$ cat src/rtl/axi_delayer_cfg.sv
// Runtime-programmable AXI4 channel delayer.
// Each of the five channels can run in bypass, fixed-delay or LFSR-random mode.
// A one-beat holding stage sits on each channel.

package axi_delayer_cfg_pkg;

    typedef enum logic [1:0] {
        MODE_BYPASS     = 2'd0,
        MODE_FIXED      = 2'd1,
        MODE_RANDOM     = 2'd2,
        MODE_BYPASS_ALT = 2'd3
    } mode_e;

    typedef struct packed {
        logic [3:0]  id;
        logic [31:0] addr;
        logic [7:0]  len;
    } aw_chan_t;

    typedef struct packed {
        logic [31:0] data;
        logic [3:0]  strb;
        logic        last;
    } w_chan_t;

    typedef struct packed {
        logic [3:0] id;
        logic [1:0] resp;
    } b_chan_t;

    typedef struct packed {
        logic [3:0]  id;
        logic [31:0] addr;
        logic [7:0]  len;
    } ar_chan_t;

    typedef struct packed {
        logic [3:0]  id;
        logic [31:0] data;
        logic [1:0]  resp;
        logic        last;
    } r_chan_t;

    typedef struct packed {
        aw_chan_t aw;
        logic     aw_valid;
        w_chan_t  w;
        logic     w_valid;
        logic     b_ready;
        ar_chan_t ar;
        logic     ar_valid;
        logic     r_ready;
    } req_t;

    typedef struct packed {
        logic     aw_ready;
        logic     w_ready;
        b_chan_t  b;
        logic     b_valid;
        logic     ar_ready;
        r_chan_t  r;
        logic     r_valid;
    } resp_t;

endpackage

// One channel: a single holding stage with a load-and-count-down delay.
module axi_delayer_cfg_stage #(
    parameter type         data_t     = logic,
    parameter int unsigned DelayWidth = 4,
    parameter logic [15:0] Seed       = 16'h0001
) (
    input  logic                  clk_i,
    input  logic                  rst_ni,
    input  logic [1:0]            mode,
    input  logic [DelayWidth-1:0] delay,
    input  logic                  in_valid,
    output logic                  in_ready,
    input  data_t                 in_data,
    output logic                  out_valid,
    input  logic                  out_ready,
    output data_t                 out_data,
    output logic                  busy
);
    import axi_delayer_cfg_pkg::*;

    logic                  full_q;
    logic [DelayWidth-1:0] cnt_q;
    logic [15:0]           lfsr_q;
    data_t                 data_q;

    logic                  bypass;
    logic                  pass;
    logic                  held_valid;
    logic                  capture;
    logic                  drain;
    logic [DelayWidth-1:0] rnd;
    logic [DelayWidth-1:0] load_delay;
    logic [15:0]           lfsr_next;

    assign bypass     = (mode == MODE_BYPASS) || (mode == MODE_BYPASS_ALT);
    // A bypass request only becomes a wire once the held beat has left.
    assign pass       = bypass && !full_q;
    assign held_valid = full_q && (cnt_q == '0);
    assign rnd        = lfsr_q[DelayWidth-1:0];
    assign lfsr_next  = {lfsr_q[14:0], lfsr_q[15] ^ lfsr_q[13] ^ lfsr_q[12] ^ lfsr_q[10]};

    // Handshake routing: direct wires in bypass, stage-driven otherwise.
    always_comb begin
        // NOTE: every output gets a default first so no path leaves a latch behind.
        in_ready  = 1'b0;
        out_valid = 1'b0;
        out_data  = data_q;
        if (pass) begin
            in_ready  = out_ready;
            out_valid = in_valid & rst_ni;
            out_data  = in_data;
        end else begin
            // A full stage in bypass mode refuses new beats until it drains.
            in_ready  = !bypass && (!full_q || (held_valid && out_ready));
            out_valid = held_valid;
        end
    end

    assign capture = !pass && in_valid && in_ready;
    assign drain   = !pass && held_valid && out_ready;

    // Delay chosen at capture: the fixed value, or the LFSR clamped to the bound.
    always_comb begin
        load_delay = delay;
        if (mode == MODE_RANDOM) begin
            load_delay = (rnd > delay) ? delay : rnd;
        end
    end

    // Occupancy, countdown and LFSR state.
    always_ff @(posedge clk_i or negedge rst_ni) begin
        if (!rst_ni) begin
            full_q <= 1'b0;
            cnt_q  <= '0;
            lfsr_q <= Seed;
        end else begin
            // NOTE: state registers use non-blocking assignment so every flop samples pre-edge values.
            if (capture) begin
                full_q <= 1'b1;
                cnt_q  <= load_delay;
            end else begin
                if (drain) begin
                    full_q <= 1'b0;
                end
                if (cnt_q != '0) begin
                    cnt_q <= cnt_q - 1'b1;
                end
            end
            if (capture && (mode == MODE_RANDOM)) begin
                lfsr_q <= lfsr_next;
            end
        end
    end

    // Payload register, loaded on capture.
    always_ff @(posedge clk_i) begin
        // NOTE: payload is not reset; full_q alone decides whether it is meaningful.
        if (capture) begin
            data_q <= in_data;
        end
    end

    assign busy = full_q;

endmodule

// Top level: five independent channel stages between slv and mst ports.
module axi_delayer_cfg #(
    parameter type         aw_chan_t  = axi_delayer_cfg_pkg::aw_chan_t,
    parameter type         w_chan_t   = axi_delayer_cfg_pkg::w_chan_t,
    parameter type         b_chan_t   = axi_delayer_cfg_pkg::b_chan_t,
    parameter type         ar_chan_t  = axi_delayer_cfg_pkg::ar_chan_t,
    parameter type         r_chan_t   = axi_delayer_cfg_pkg::r_chan_t,
    parameter type         req_t      = axi_delayer_cfg_pkg::req_t,
    parameter type         resp_t     = axi_delayer_cfg_pkg::resp_t,
    parameter int unsigned DelayWidth = 4,
    parameter logic [15:0] LfsrSeed   = 16'hACE1
) (
    input  logic                       clk_i,
    input  logic                       rst_ni,
    input  logic [4:0][1:0]            cfg_mode_i,
    input  logic [4:0][DelayWidth-1:0] cfg_delay_i,
    input  req_t                       slv_req_i,
    output resp_t                      slv_resp_o,
    output req_t                       mst_req_o,
    input  resp_t                      mst_resp_i,
    output logic [4:0]                 busy_o
);

    aw_chan_t   aw_out;
    w_chan_t    w_out;
    b_chan_t    b_out;
    ar_chan_t   ar_out;
    r_chan_t    r_out;
    logic [4:0] in_ready;
    logic [4:0] out_valid;

    axi_delayer_cfg_stage #(.data_t(aw_chan_t), .DelayWidth(DelayWidth),
                            .Seed(LfsrSeed ^ 16'd1)) u_aw (
        .clk_i, .rst_ni, .mode(cfg_mode_i[0]), .delay(cfg_delay_i[0]),
        .in_valid(slv_req_i.aw_valid), .in_ready(in_ready[0]), .in_data(slv_req_i.aw),
        .out_valid(out_valid[0]), .out_ready(mst_resp_i.aw_ready), .out_data(aw_out),
        .busy(busy_o[0]));

    axi_delayer_cfg_stage #(.data_t(w_chan_t), .DelayWidth(DelayWidth),
                            .Seed(LfsrSeed ^ 16'd2)) u_w (
        .clk_i, .rst_ni, .mode(cfg_mode_i[1]), .delay(cfg_delay_i[1]),
        .in_valid(slv_req_i.w_valid), .in_ready(in_ready[1]), .in_data(slv_req_i.w),
        .out_valid(out_valid[1]), .out_ready(mst_resp_i.w_ready), .out_data(w_out),
        .busy(busy_o[1]));

    axi_delayer_cfg_stage #(.data_t(b_chan_t), .DelayWidth(DelayWidth),
                            .Seed(LfsrSeed ^ 16'd3)) u_b (
        .clk_i, .rst_ni, .mode(cfg_mode_i[2]), .delay(cfg_delay_i[2]),
        .in_valid(mst_resp_i.b_valid), .in_ready(in_ready[2]), .in_data(mst_resp_i.b),
        .out_valid(out_valid[2]), .out_ready(slv_req_i.b_ready), .out_data(b_out),
        .busy(busy_o[2]));

    axi_delayer_cfg_stage #(.data_t(ar_chan_t), .DelayWidth(DelayWidth),
                            .Seed(LfsrSeed ^ 16'd4)) u_ar (
        .clk_i, .rst_ni, .mode(cfg_mode_i[3]), .delay(cfg_delay_i[3]),
        .in_valid(slv_req_i.ar_valid), .in_ready(in_ready[3]), .in_data(slv_req_i.ar),
        .out_valid(out_valid[3]), .out_ready(mst_resp_i.ar_ready), .out_data(ar_out),
        .busy(busy_o[3]));

    axi_delayer_cfg_stage #(.data_t(r_chan_t), .DelayWidth(DelayWidth),
                            .Seed(LfsrSeed ^ 16'd5)) u_r (
        .clk_i, .rst_ni, .mode(cfg_mode_i[4]), .delay(cfg_delay_i[4]),
        .in_valid(mst_resp_i.r_valid), .in_ready(in_ready[4]), .in_data(mst_resp_i.r),
        .out_valid(out_valid[4]), .out_ready(slv_req_i.r_ready), .out_data(r_out),
        .busy(busy_o[4]));

    // Reassemble the request/response structs from the per-channel stages.
    always_comb begin
        mst_req_o          = '0;
        mst_req_o.aw       = aw_out;
        mst_req_o.aw_valid = out_valid[0];
        mst_req_o.w        = w_out;
        mst_req_o.w_valid  = out_valid[1];
        mst_req_o.b_ready  = in_ready[2];
        mst_req_o.ar       = ar_out;
        mst_req_o.ar_valid = out_valid[3];
        mst_req_o.r_ready  = in_ready[4];

        slv_resp_o          = '0;
        slv_resp_o.aw_ready = in_ready[0];
        slv_resp_o.w_ready  = in_ready[1];
        slv_resp_o.b        = b_out;
        slv_resp_o.b_valid  = out_valid[2];
        slv_resp_o.ar_ready = in_ready[3];
        slv_resp_o.r        = r_out;
        slv_resp_o.r_valid  = out_valid[4];
    end

endmodule
$ cat config.mk
export PLATFORM = sky130hd
export DESIGN_NAME = axi_delayer_cfg
export DESIGN_NICKNAME = d
export VERILOG_FILES = /design/src/rtl/axi_delayer_cfg.sv
export SDC_FILE = /design/constraint.sdc
export NUM_CORES = 1
export LEC_CHECK = 0
export ABC_AREA = 1
export BUFFER_PORTS_ARGS = -buffer_cell sky130_fd_sc_hd__buf_2
export CAP_MARGIN = 20
export CELL_PAD_IN_SITES_DETAIL_PLACEMENT = 0
export CELL_PAD_IN_SITES_GLOBAL_PLACEMENT = 1
export CORE_UTILIZATION = 40
export CTS_CLUSTER_SIZE = 24
export DETAILED_ROUTE_END_ITERATION = 12
export PLACE_DENSITY = 0.79
export SYNTH_ARGS = -nofsm -noshare
export SYNTH_HDL_FRONTEND = slang
export SYNTH_HIERARCHICAL = 1
export SYNTH_SLANG_ARGS = --single-unit
$ cat constraint.sdc
create_clock -name clk_i -period 2.47 [get_ports clk_i]
set_input_delay 0 -clock clk_i [delete_from_list [all_inputs] [get_ports clk_i]]
set_output_delay 0 -clock clk_i [all_outputs]
set_load 0.005 [all_outputs]
### Word level (Yosys, flattened, before mapping)

Cells that the tools add are included.

| word-level totals | value |
|---|---|
| register bits after elaboration | 275 |
| input bits | 212 |
| output and inout port bits | 185 |
| word-level logic and storage cells | 210 |

| operators by class | value |
|---|---|
| add/sub/neg operators | 5 |
| magnitude comparators | 5 |
| eq/ne operators | 10 |
| muxes and demuxes | 45 |
| bitwise operators | 20 |
| reductions and logical operators | 95 |

Operators with widths:

| kind | number |
|---|---|
| 44-bit 2-to-1 mux | 2 |
| 4-bit 2-to-1 mux | 20 |
| 1-bit logical AND | 45 |
| 39-bit 2-to-1 mux | 1 |
| 37-bit 2-to-1 mux | 1 |
| 2-bit equality test (second input constant) | 10 |
| 4-bit greater-than comparator | 5 |
| 4-bit zero test | 5 |
| 1-bit 2-to-1 mux | 20 |
| 2-bit nonzero test | 10 |
| 4-bit nonzero test | 5 |
| 4-bit by 1-bit subtractor with 4-bit output (second input constant) | 5 |
| 1-bit zero test | 15 |
| 1-bit XOR | 15 |
| 2-bit zero test | 5 |
| 1-bit logical OR | 10 |
| 6-bit 2-to-1 mux | 1 |
| 1-bit AND | 5 |

### Longest topological paths before layout

Gate-level depths: netlist of run 1.

| depth | value |
|---|---|
| depth in word-level cells | 8 |
| depth in mapped cells | 13 |
| gate-level depth less buffers | 13 |

### By module

Netlist of run 1, hierarchy kept.

Modules (own cells, without submodules):

| module | times used | cells an instance | area an instance (µm²) |
|---|---|---|---|
| axi_delayer_cfg_stage at u_ar | 1 | 239 | 3014.1 |
| axi_delayer_cfg_stage at u_aw | 1 | 239 | 3011.6 |
| axi_delayer_cfg_stage at u_r | 1 | 229 | 2859.0 |
| axi_delayer_cfg_stage at u_w | 1 | 225 | 2763.9 |
| axi_delayer_cfg_stage at u_b | 1 | 170 | 1443.9 |

### Worst setup path before layout of run 1

Ideal clock, no wire load.

| timing | value |
|---|---|
| path type | register -> register |
| start point | register u_ar.cnt_q[0] |
| end point | register u_ar.lfsr_q[12] |
| library setup time | 116 ps |
| arrival | 2166 ps |
| data required time | 2354 ps |
| path slack | 187 ps |
| stages on the path, launching flop included | 12 |
| path buffers | 2 |
| clock period less this slack | 2283 ps |
| cell sequence | dfrtp_1 > inv_1 > ha_1 > nand2_2 > o21ai_2 > nand2_2 > nor2_4 > nand2_2 > buf_6 > buf_6 > nand2_1 > nand2_1 |

| on the way | value |
|---|---|
| cells in the longest elaborated chain, start to end | 8 |

RTL lines:

| what | line | text |
|---|---|---|
| from (decl) | 88 | `logic [DelayWidth-1:0] cnt_q;` |
| from (signal assigned) | 146 | `cnt_q <= load_delay;` |
| from (signal assigned) | 152 | `cnt_q <= cnt_q - 1'b1;` |
| 4-bit zero test | 104 | `assign held_valid = full_q && (cnt_q == '0);` |
| 1-bit logical AND | 104 |  |
| 1-bit logical AND | 120 | `in_ready = !bypass && (!full_q \|\| (held_valid && out_ready));` |
| 1-bit logical OR | 120 |  |
| 1-bit logical AND | 120 |  |
| 1-bit 2-to-1 mux | 114 | `if (pass) begin` |
| 1-bit logical AND | 125 | `assign capture = !pass && in_valid && in_ready;` |
| named net u_ar.capture | 95 | `logic capture;` |
| 1-bit logical AND | 155 | `if (capture && (mode == MODE_RANDOM)) begin` |
| to (signal assigned) | 156 | `lfsr_q <= lfsr_next;` |
| to (decl) | 89 | `logic [15:0] lfsr_q;` |

The timed path passes the listed nets, and every way through them passes these cells.
A chain may end at the register's enable or synchronous reset.

==> flow_summary.ini, run 1 <==
[global_routing]
grt_pass1_vias = 10280
grt_pass1_wl_um = 52530
grt_max_degree = 46
grt_use_total_pct = 19.49
overflow = 0
antenna_found_initial = 0

[clock_network]
cts_num_sinks = 275
cts_tree = done
numCtsBuffers = 31
cts.clk_slew.worst_paths_ns = 0.06
root_buffer = clkbuf_16
cts_max_level = 1
clockBufferDepth = 3
clock_latency_ns = 0.55

[sta]
period_share_pct = 90.85
fmax_mhz = 445.6
setup_viol = 0
rsz0062_at_grt = false
skew_ns = 0.01165
tightest_slew_ns = 0.5565
drv_slew = 0
report.final.hold_viol_count = 0
finalSetupTns_ns = 0
fin_crit_ns = 2.244
slew_headroom_pct = 62.90

[setup_path]
cpLargestDelayFamily = buffers and inverters
cp_slowest_cell = buf_4
crit_type = reg -> out
critPathLaunchType = flop
path_buf_inv = 3
r2r-start = u_r/cnt_q[0]$_DFFE_PN0P_
max_stage_delay_ns = 0.48
crit_fanout = 39
path_cells = inv_1 -> nand2_2 -> buf_4 -> mux2_2 -> buf_2
startpoint = u_ar/busy$_DFFE_PN0P_
critPathArrivalTime_ns = 2.24
end_kind = output port
critPathRequiredTime_ns = 2.47

[drt]
vias_per_cell = 4.686
wl_um = 34110
dr.pass1.iters = 4
drt-wirelength-per-cell_um = 15.58
drt_iter0_markers = 442
drc = 0
vias = 10260
drtAntennaViolNets = 0

[hold_path]
min_from = cfg_mode_i[3]
hold_class = in -> reg

[floorplanning]
design.core.area_um2 = 31880
rows = 65
start_util_pct = 41.07
die_x_um = 182.9
die_h_um = 182.9
ios = 397
die_area_um2 = 33460

[yosys]
synthMuxAreaShare_pct = 14.11
netlist.area_leader.share_pct = 38.99
synth_compound_area_share_pct = 3.937
yosys_register_bits = 275
synth_area_um2 = 13090
async_reset_ff_share_pct = 38.18
ys_types = 35
yosys_warnings = 6
seq_area_frac_synth_pct = 59.45
syn_inst = 1102
synthTopCellsByArea = edfxtp_1, mux2_2, dfrtp_1
synth_top_family_by_area = multiplexers
synth_most_common_cell = nand2_1
synth.top_cells.by_count = nand2_1, edfxtp_1, mux2_2
synth-adder-area-share_pct = 3.345
synth-edff-count = 170
synth.net_count = 1349
synthFlopType = edfxtp_1
synth_largest_area_cell = edfxtp_1
synth-simple-area-share_pct = 12.25
synthXorXnorAreaFrac_pct = 1.672
synth_area_per_cell_um2 = 11.88

[power_and_ir_drop]
report.power.total_w = 0.01680
vdd_drop_max_v = 0.0005429
power_density_nw_per_um2 = 895.9
total_leakage_power_nw = 8.586

[run]
maxCapViolCount = 0

[cells_and_area]
syn_to_final_growth_pct = 43.22
drive_gt1_share_pct = 40.71
nNetsFinal = 1976

[outcome]
outcome = completed

[place]
gp_congestion = 0.8036
port_buffers = 396
hpwl_um = 22470
-- placed cells by master, fill, tap and decap left out, drive strengths merged --
master       count
a21oi           22
a32o             1
buf            416
bufinv           4
clkbuf          43
clkinv          10
dfrtp           64
dfstp           41
diode            1
dlygate4sd3    212
edfxtp         170
ha              35
inv            115
mux2           164
nand2          278
nand3           60
nand4            4
nor2            25
nor3             5
o21ai           56
o22ai            4
xnor2           14
xor2            11
-- cell type report --
| class | instances | area (um^2) |
|---|---|---|
| fill | 2592 | 13130 |
| sequential | 275 | 7784 |
| multi-input combinational | 679 | 4628 |
| timing repair buffer | 629 | 4335 |
| clock buffer | 42 | 847.1 |
| tap | 435 | 544.3 |
| inverter | 113 | 426.7 |
| clock inverter | 16 | 183.9 |
| antenna | 1 | 2.502 |
-- sequential cells by signal, indices dropped and copies added, names as in the netlist, 6 cells and up --
register / cells
u_w/lfsr_q: 16
u_b/lfsr_q: 16
u_ar/data_q: 44
u_r/lfsr_q: 16
u_aw/data_q: 44
u_aw/lfsr_q: 16
u_w/data_q: 37
u_ar/lfsr_q: 16
u_r/data_q: 39
u_b/data_q: 6
-- stage by stage --
| step | worst slack [ns] | std cells | instance area (um^2) | hold WS (ns) | util (%) |
|---|---|---|---|---|---|
| final | 0.2260 | 2190 | 18750 | 0.009324 | 58.82 |
| after global routing | 0.05902 | 2189 | 18750 | 0.04370 | 58.81 |
| after CTS | 0.09545 | 2183 | 18680 | 0.007112 | 58.60 |
| after global placement | 0.4363 | 1912 | 15510 | 0.02201 | 48.65 |
| after detailed placement | 0.3819 | 1912 | 15510 | 0.02355 | 48.65 |
| after floorplan | 0.1875 | 1102 | 13090 | -0.2956 | - |
-- power by group --
part	internal, W	leakage (nW)	switching, W
combinational	0.00276	5.29	0.00285
sequential	0.00606	2.79	0.000497
clock	0.00281	0.511	0.00183
-- timing repair --
action | in CTS | in global routing
resized for setup | 0 | 1
setup endpoints to repair | 0 | 5
hold endpoints to repair | 287 | 0
hold buffers | 213 | 0
setup buffers | 0 | 5
-- worst register-to-register path, cell delays in order (launching register included) --
cell	delay, ns
dfrtp_1	0.39
inv_1	0.11
ha_1	0.17
nand2_2	0.10
o21ai_4	0.16
nand2_2	0.12
nor2_8	0.27
nand3_1	0.16
a21oi_1	0.14
dlygate4sd3_1	0.55
-- final timing paths --
kind / cells after the start / slack [ns] / end
max: 5 / 0.23 / mst_req_o[44]
min: 7 / 0.009 / u_w/lfsr_q[6]$_DFFE_PN1P_
max reg2reg: 9 / 0.24 / u_r/cnt_q[3]$_DFFE_PN0P_
min reg2reg: 2 / 0.46 / u_r/lfsr_q[6]$_DFFE_PN1P_
max in group asynchronous: 3 / 1.82 / u_ar/lfsr_q[10]$_DFFE_PN1P_
min in group asynchronous: 2 / 0.17 / u_w/lfsr_q[5]$_DFFE_PN1P_
-- routing by layer --
layer,vias up,wire [um],GRT usage (%)
met1,4868,13520,22.59
met3,80,1860,3.753
met4,0,1262,7.700
met5,-,0,0
met2,299,17470,35.29
li1,5016,-,-
-- cell families (layout without fill, tap and decap cells) --
family                     Yosys count  count (layout)
buffers and inverters              148             800
xor gates and xnor gates            25              25
AOI/OAI and AO/OA                   83              83
adders and majority gates           35              35
other                                0               1
and+or+nand+nor                    372             372
muxes                              164             164
DFF                                275             275
(Power assumes the default switching activity.)
==> run 2, diff against run 1 <==
Settings changed: GPL_ROUTABILITY_DRIVEN set to 0, PLACE_DENSITY 0.79 to 0.86.
==> run 2 against run 1 <==
Clock power is 2% lower; hold slack improved by 0.030 ns; register-to-register slack lost 0.11 ns; clock-buffer cell count up 8.
==> flow_summary.ini, run 2 (synthesized netlist as in run 1, its figures left out) <==
[outcome]
outcome = completed

[setup_path]
cp_slowest_cell = dlygate4sd3_1
critPathArrivalTime_ns = 2.85
critPathLaunchType = flop
path_cells = inv_1 -> ha_1 -> nand2_2 -> o21ai_2 -> nand2_2 -> nor2_4 -> buf_12 -> nand3_1 -> a21oi_1 -> dlygate4sd3_1
max_stage_delay_ns = 0.56
end_kind = flop
critPathRequiredTime_ns = 2.97
crit_type = reg -> reg
crit_fanout = 24
cpMostUsedCell = nand2_2

[cells_and_area]
final_common_cell = buf_2
stdcell_count = 2201
drive_gt1_share_pct = 40.51
final_util_pct = 59.05
top_regs = u_ar/data_q x44, u_aw/data_q x44, u_r/data_q x39
syn_to_final_growth_pct = 43.79
most-common-layout-cells = buf_2, nand2_1, dlygate4sd3_1
nNetsFinal = 1987

[drt]
vias = 10390
vias_per_cell = 4.722
wl_um = 35740
drt-wirelength-per-cell_um = 16.24
drc = 0
drt_iter0_markers = 565
drtAntennaViolNets = 0
dr.pass1.iters = 5

[place]
placedCellCount = 1915
hpwl_um = 22320
port_buffers = 396

[hold_path]
hold_class = in -> reg

[global_routing]
antenna_found_initial = 1
grt_pass1_vias = 10620
overflow = 0
grt_use_total_pct = 20.34
grt_pass1_wl_um = 54240
grt_max_degree = 48

[floorplanning]
die_h_um = 182.9
die_x_um = 182.9
start_util_pct = 41.07
die_area_um2 = 33460
design.core.area_um2 = 31880
rows = 65
ios = 397

[clock_network]
cts_num_sinks = 275
cts.clk_slew.worst_paths_ns = 0.06
clock_latency_ns = 0.57
cts_max_level = 1
cts_tree = done
root_buffer = clkbuf_16
numCtsBuffers = 31
clockBufferDepth = 3

[power_and_ir_drop]
switching_share_pct = 31.36
power_frac_seq_pct = 39.0
switching_power_w = 0.005295
vdd_drop_max_v = 0.0005435
cell_internal_pwr_w = 0.01159
pwr-share-clk_pct = 26.9
total_leakage_power_nw = 8.591
report.power.total_w = 0.01688
power_density_nw_per_um2 = 896.8
combPwrFrac_pct = 34.2

[sta]
report.final.hold_viol_count = 0
rsz0062_at_grt = true
hold-worst-slack_ns = 0.03977
slew_headroom_pct = 54.88
setup_viol = 0
skew_ns = 0.02758
fin_crit_ns = 2.345
drv_slew = 0
fmax_mhz = 426.5
period_share_pct = 94.94
tightest_slew_ns = 0.6746

[run]
maxCapViolCount = 0
run 2: cell count changes in the layout (fill, tap and decap cells not counted), sizes merged:
cell / delta
bufinv: -3
dlygate4sd3: +9
buf: +1
nor2: +1
clkinvlp: +2
clkbuf: +8
clkinv: -6
inv: -1
run 2: routing by layer:
layer	wire [um]	global-route usage (%)	up-vias	part of all wire, %
li1	-	-	5033	-
met1	14090	22.95	4957	39
met2	18160	37.06	303	51
met3	1811	3.832	100	5.1
met4	1677	9.300	0	4.7
met5	0	0	-	0
run 2: critical path, delay by kind of cell (launching register included):
kind	cells	cell delay, ns
AO/OA/AOI/OAI	2	0.31
buffers and inverters	3	0.88
flip-flops	1	0.39
adder cells (fa/ha/maj)	1	0.17
AND/OR/NAND/NOR	4	0.53
run 2: through the flow:
stage               setup TNS, ns  cell area [um^2]  setup slack (ns)
floorplan                       0             13090            0.1875
CTS                             0             18750            0.1239
detailed placement              0             15530            0.4208
finish                          0             18830            0.1251
global route             -0.04214             18830          -0.04214
global placement                0             15530            0.5111
run 2: repair_timing:
| action | 4_1_cts | 5_1_grt |
|---|---|---|
| endpoints found under the hold margin | 288 | 0 |
| endpoints found under the setup margin | 0 | 5 |
| gates resized for setup | 0 | 2 |
| buffers inserted | 0 | 4 |
| hold buffers | 221 | 0 |
run 2: final cells by class:
| cell class | count | area [um^2] |
|---|---|---|
| sequential | 275 | 7784 |
| timing repair buffer | 639 | 4420 |
| antenna | 1 | 2.502 |
| multi-input combinational | 680 | 4639 |
| fill | 2579 | 13060 |
| clock inverter | 8 | 71.32 |
| inverter | 113 | 426.7 |
| clock buffer | 50 | 937.1 |
| tap | 435 | 544.3 |
run 2: power by group through the flow:
stage	logic [W]	clock network, W	registers (W)
after floorplan	0.00335	0	0.00651
after global placement	0.00491	0	0.00661
after detailed placement	0.00501	0	0.00665
after CTS	0.00565	0.00463	0.00656
after global routing	0.00637	0.00482	0.00668
final	0.00577	0.00453	0.00658
run 2: final timing paths:
path                                            startpoint  slack (ns)  cells after the start                         end
worst min-delay path                        mst_resp_i[41]        0.04                      6    u_b/cnt_q[3]$_DFFE_PN0P_
min in group asynchronous                           rst_ni        0.17                      2  u_b/lfsr_q[15]$_DFFE_PN1P_
max in group asynchronous                           rst_ni        1.18                      3    u_w/cnt_q[2]$_DFFE_PN0P_
worst max register to register   u_aw/cnt_q[0]$_DFFE_PN0P_        0.13                     10   u_aw/cnt_q[3]$_DFFE_PN0P_
worst min register to register  u_ar/lfsr_q[6]$_DFFE_PN1P_        0.46                      2  u_ar/lfsr_q[7]$_DFFE_PN1P_
worst max-delay path             u_aw/cnt_q[0]$_DFFE_PN0P_        0.13                     10   u_aw/cnt_q[3]$_DFFE_PN0P_
==> run 3, diff against run 2 <==
Settings changed: ABC_AREA 1 to unset, CORE_UTILIZATION 40 to 42, PLACE_DENSITY 0.86 to 0.87.
==> run 3 against run 2 <==
Cell count decreased by 13%; critical path depth is 3 lower; die area decreased by 4.4%; register-to-register slack got worse by 0.05 ns; flip-flop and latch count unchanged; wire length shrank 8.3%; synthesized area grew 0.34%; setup slack got worse by 0.049 ns; global-route usage shrank 1.0 points; synthesized cell count fell by 22%; clock skew increased by 0.0026 ns; combinational power fell by 18%.
==> flow_summary.ini, run 3 <==
[outcome]
outcome = completed

[place]
placedCellCount = 1640
hpwl_um = 20910
port_buffers = 396

[clock_network]
cts_max_level = 1
cts_num_sinks = 275
cts_tree = done
clockBufferDepth = 3
numCtsBuffers = 30
cts.clk_slew.worst_paths_ns = 0.06
root_buffer = clkbuf_16
postCtsSetupBuffers = 0
clock_latency_ns = 0.56

[setup_path]
startpoint = u_w/cnt_q[0]$_DFFE_PN0P_
r2r_cells = 7
r2r-start = u_w/cnt_q[0]$_DFFE_PN0P_
critPathArrivalTime_ns = 2.89
crit_type = reg -> reg
r2r_slack_ns = 0.08
crit_fanout = 4
path_cells = inv_1 -> ha_1 -> nor3b_1 -> mux2i_1 -> nor2_1 -> a31oi_1 -> dlygate4sd3_1
critPathLaunchType = flop
cp_slowest_cell = dlygate4sd3_1
end_kind = flop
r2r-end = u_w/cnt_q[1]$_DFFE_PN0P_
critPathRequiredTime_ns = 2.97
endpoint = u_w/cnt_q[1]$_DFFE_PN0P_
max_stage_delay_ns = 0.56

[yosys]
synthFlopType = edfxtp_1
yosys_register_bits = 275
synth_largest_area_cell = edfxtp_1
synth_area_per_cell_um2 = 15.28
yosys_warnings = 6
async_reset_ff_share_pct = 38.18
synth_area_um2 = 13140
synth-adder-area-share_pct = 3.333
syn_inst = 860
synthTopCellsByArea = edfxtp_1, mux2_2, dfrtp_1
synth.top_cells.by_count = mux2_2, edfxtp_1, dfrtp_1
synth.net_count = 1107
netlist.area_leader.share_pct = 38.86
synthXorXnorAreaFrac_pct = 1.667
synth_top_family_by_area = multiplexers
synth_most_common_cell = mux2_2
seq_area_frac_synth_pct = 59.25
synthMuxAreaShare_pct = 21.58
synth-edff-count = 170
synth_compound_area_share_pct = 6.552
synth-simple-area-share_pct = 4.619
ys_types = 57

[drt]
vias_per_cell = 5.001
dr.pass1.iters = 4
wl_um = 32780
drt_iter0_markers = 503
drt-wirelength-per-cell_um = 17.20
vias = 9531
drc = 0
drtAntennaViolNets = 0

[power_and_ir_drop]
power_density_nw_per_um2 = 819.5
vdd_drop_max_v = 0.0006948
total_leakage_power_nw = 8.134
report.power.total_w = 0.01533

[sta]
hold-worst-slack_ns = 0.01788
skew_ns = 0.03019
tightest_slew_ns = 0.7567
period_share_pct = 96.93
finalSetupTns_ns = 0
slew_headroom_pct = 49.55
fmax_mhz = 417.7
setup_viol = 0
fin_crit_ns = 2.394
report.final.hold_viol_count = 0
drv_slew = 0
rsz0062_at_grt = false

[floorplanning]
die_x_um = 178.9
die_area_um2 = 31990
die_h_um = 178.9
ios = 397
design.core.area_um2 = 30670
start_util_pct = 42.84
rows = 64

[global_routing]
grt_pass1_vias = 9837
grt_use_total_pct = 19.34
grt_max_degree = 45
grt_pass1_wl_um = 49520
antenna_found_initial = 0
overflow = 0

[cells_and_area]
stdcell_count = 1906
syn_to_final_growth_pct = 42.42
nNetsFinal = 1732
top_regs = u_ar/data_q x44, u_aw/data_q x44, u_r/data_q x39
most-common-layout-cells = buf_2, mux2_2, dlygate4sd3_1
drive_gt1_share_pct = 50.83
final_common_cell = buf_2

[hold_path]
hold_class = in -> reg

[run]
maxCapViolCount = 0
==> run 3: final cells by class <==
class / instances / area (um^2)
Fill cell: 2243 / 11960
Sequential cell: 275 / 7784
Multi-Input combinational cell: 511 / 4980
Timing Repair Buffer: 620 / 4253
Clock buffer: 46 / 882.1
Tap cell: 396 / 495.5
Inverter: 47 / 176.4
Clock inverter: 10 / 137.6
Antenna cell: 1 / 2.502
==> run 3: kinds of logic (layout without fill, tap and decap cells) <==
group,count (synthesis),after routing
fa+ha+maj,35,35
simple gates,98,98
other cells,0,1
compound gates,111,111
mux,242,242
buf+inv,74,723
flops,275,275
xor+xnor,25,25
==> run 3: worst max-delay path, delay by kind of cell (launching register included) <==
kind                       cells  cell delay [ns]
AOI/OAI and AO/OA              1             0.15
adders and majority gates      1             0.22
buffers and inverters          2             0.65
DFF                            1             0.40
muxes                          1             0.30
and+or+nand+nor                2             0.60
==> run 3: worst min-delay path by stage <==
stage               cells past startpoint           from                        end
floorplan                               0         rst_ni      u_ar/busy$_DFFE_PN0P_
global placement                        1         rst_ni  u_b/lfsr_q[3]$_DFFE_PN0P_
detailed placement                      1         rst_ni  u_b/lfsr_q[3]$_DFFE_PN0P_
CTS                                     4  cfg_mode_i[3]   u_w/cnt_q[2]$_DFFE_PN0P_
global route                            4  cfg_mode_i[3]   u_w/cnt_q[2]$_DFFE_PN0P_
finish                                  4  cfg_mode_i[3]   u_w/cnt_q[2]$_DFFE_PN0P_
==> run 3: metal layers <==
| metal | global-route usage, % | vias up | wire length (um) |
|---|---|---|---|
| li1 | - | 4546 | - |
| met1 | 22.59 | 4644 | 12890 |
| met2 | 36.05 | 280 | 17270 |
| met4 | 5.720 | 0 | 902 |
| met3 | 3.096 | 61 | 1714 |
| met5 | 0 | - | 0 |
==> run 3: repair_timing <==
| action | 4_1_cts | 5_1_grt |
|---|---|---|
| hold buffers | 209 | 0 |
| resized for setup | 0 | 2 |
| hold endpoints to repair | 251 | 0 |
| endpoints found under the setup margin | 0 | 4 |
==> run 3: stage by stage <==
stage                     util [%]  cell area, um^2  worst slack, ns
final                        61.01            18710          0.07588
after global routing         61.00            18710         0.005845
after CTS                    60.97            18700          0.07055
after detailed placement     50.79            15580           0.4549
after global placement       50.79            15580           0.4890
after floorplan                  -            13150         0.004232
==> run 3: power breakdown <==
| part | leakage [nW] | switching [W] | total (W) | internal (W) |
|---|---|---|---|---|
| clock network | 0.496 | 0.00179 | 0.00456 | 0.00276 |
| registers | 2.78 | 0.000407 | 0.00602 | 0.00562 |
| logic | 4.86 | 0.00223 | 0.00475 | 0.00252 |
| total | 8.13 | 0.00443 | 0.0153 | 0.0109 |
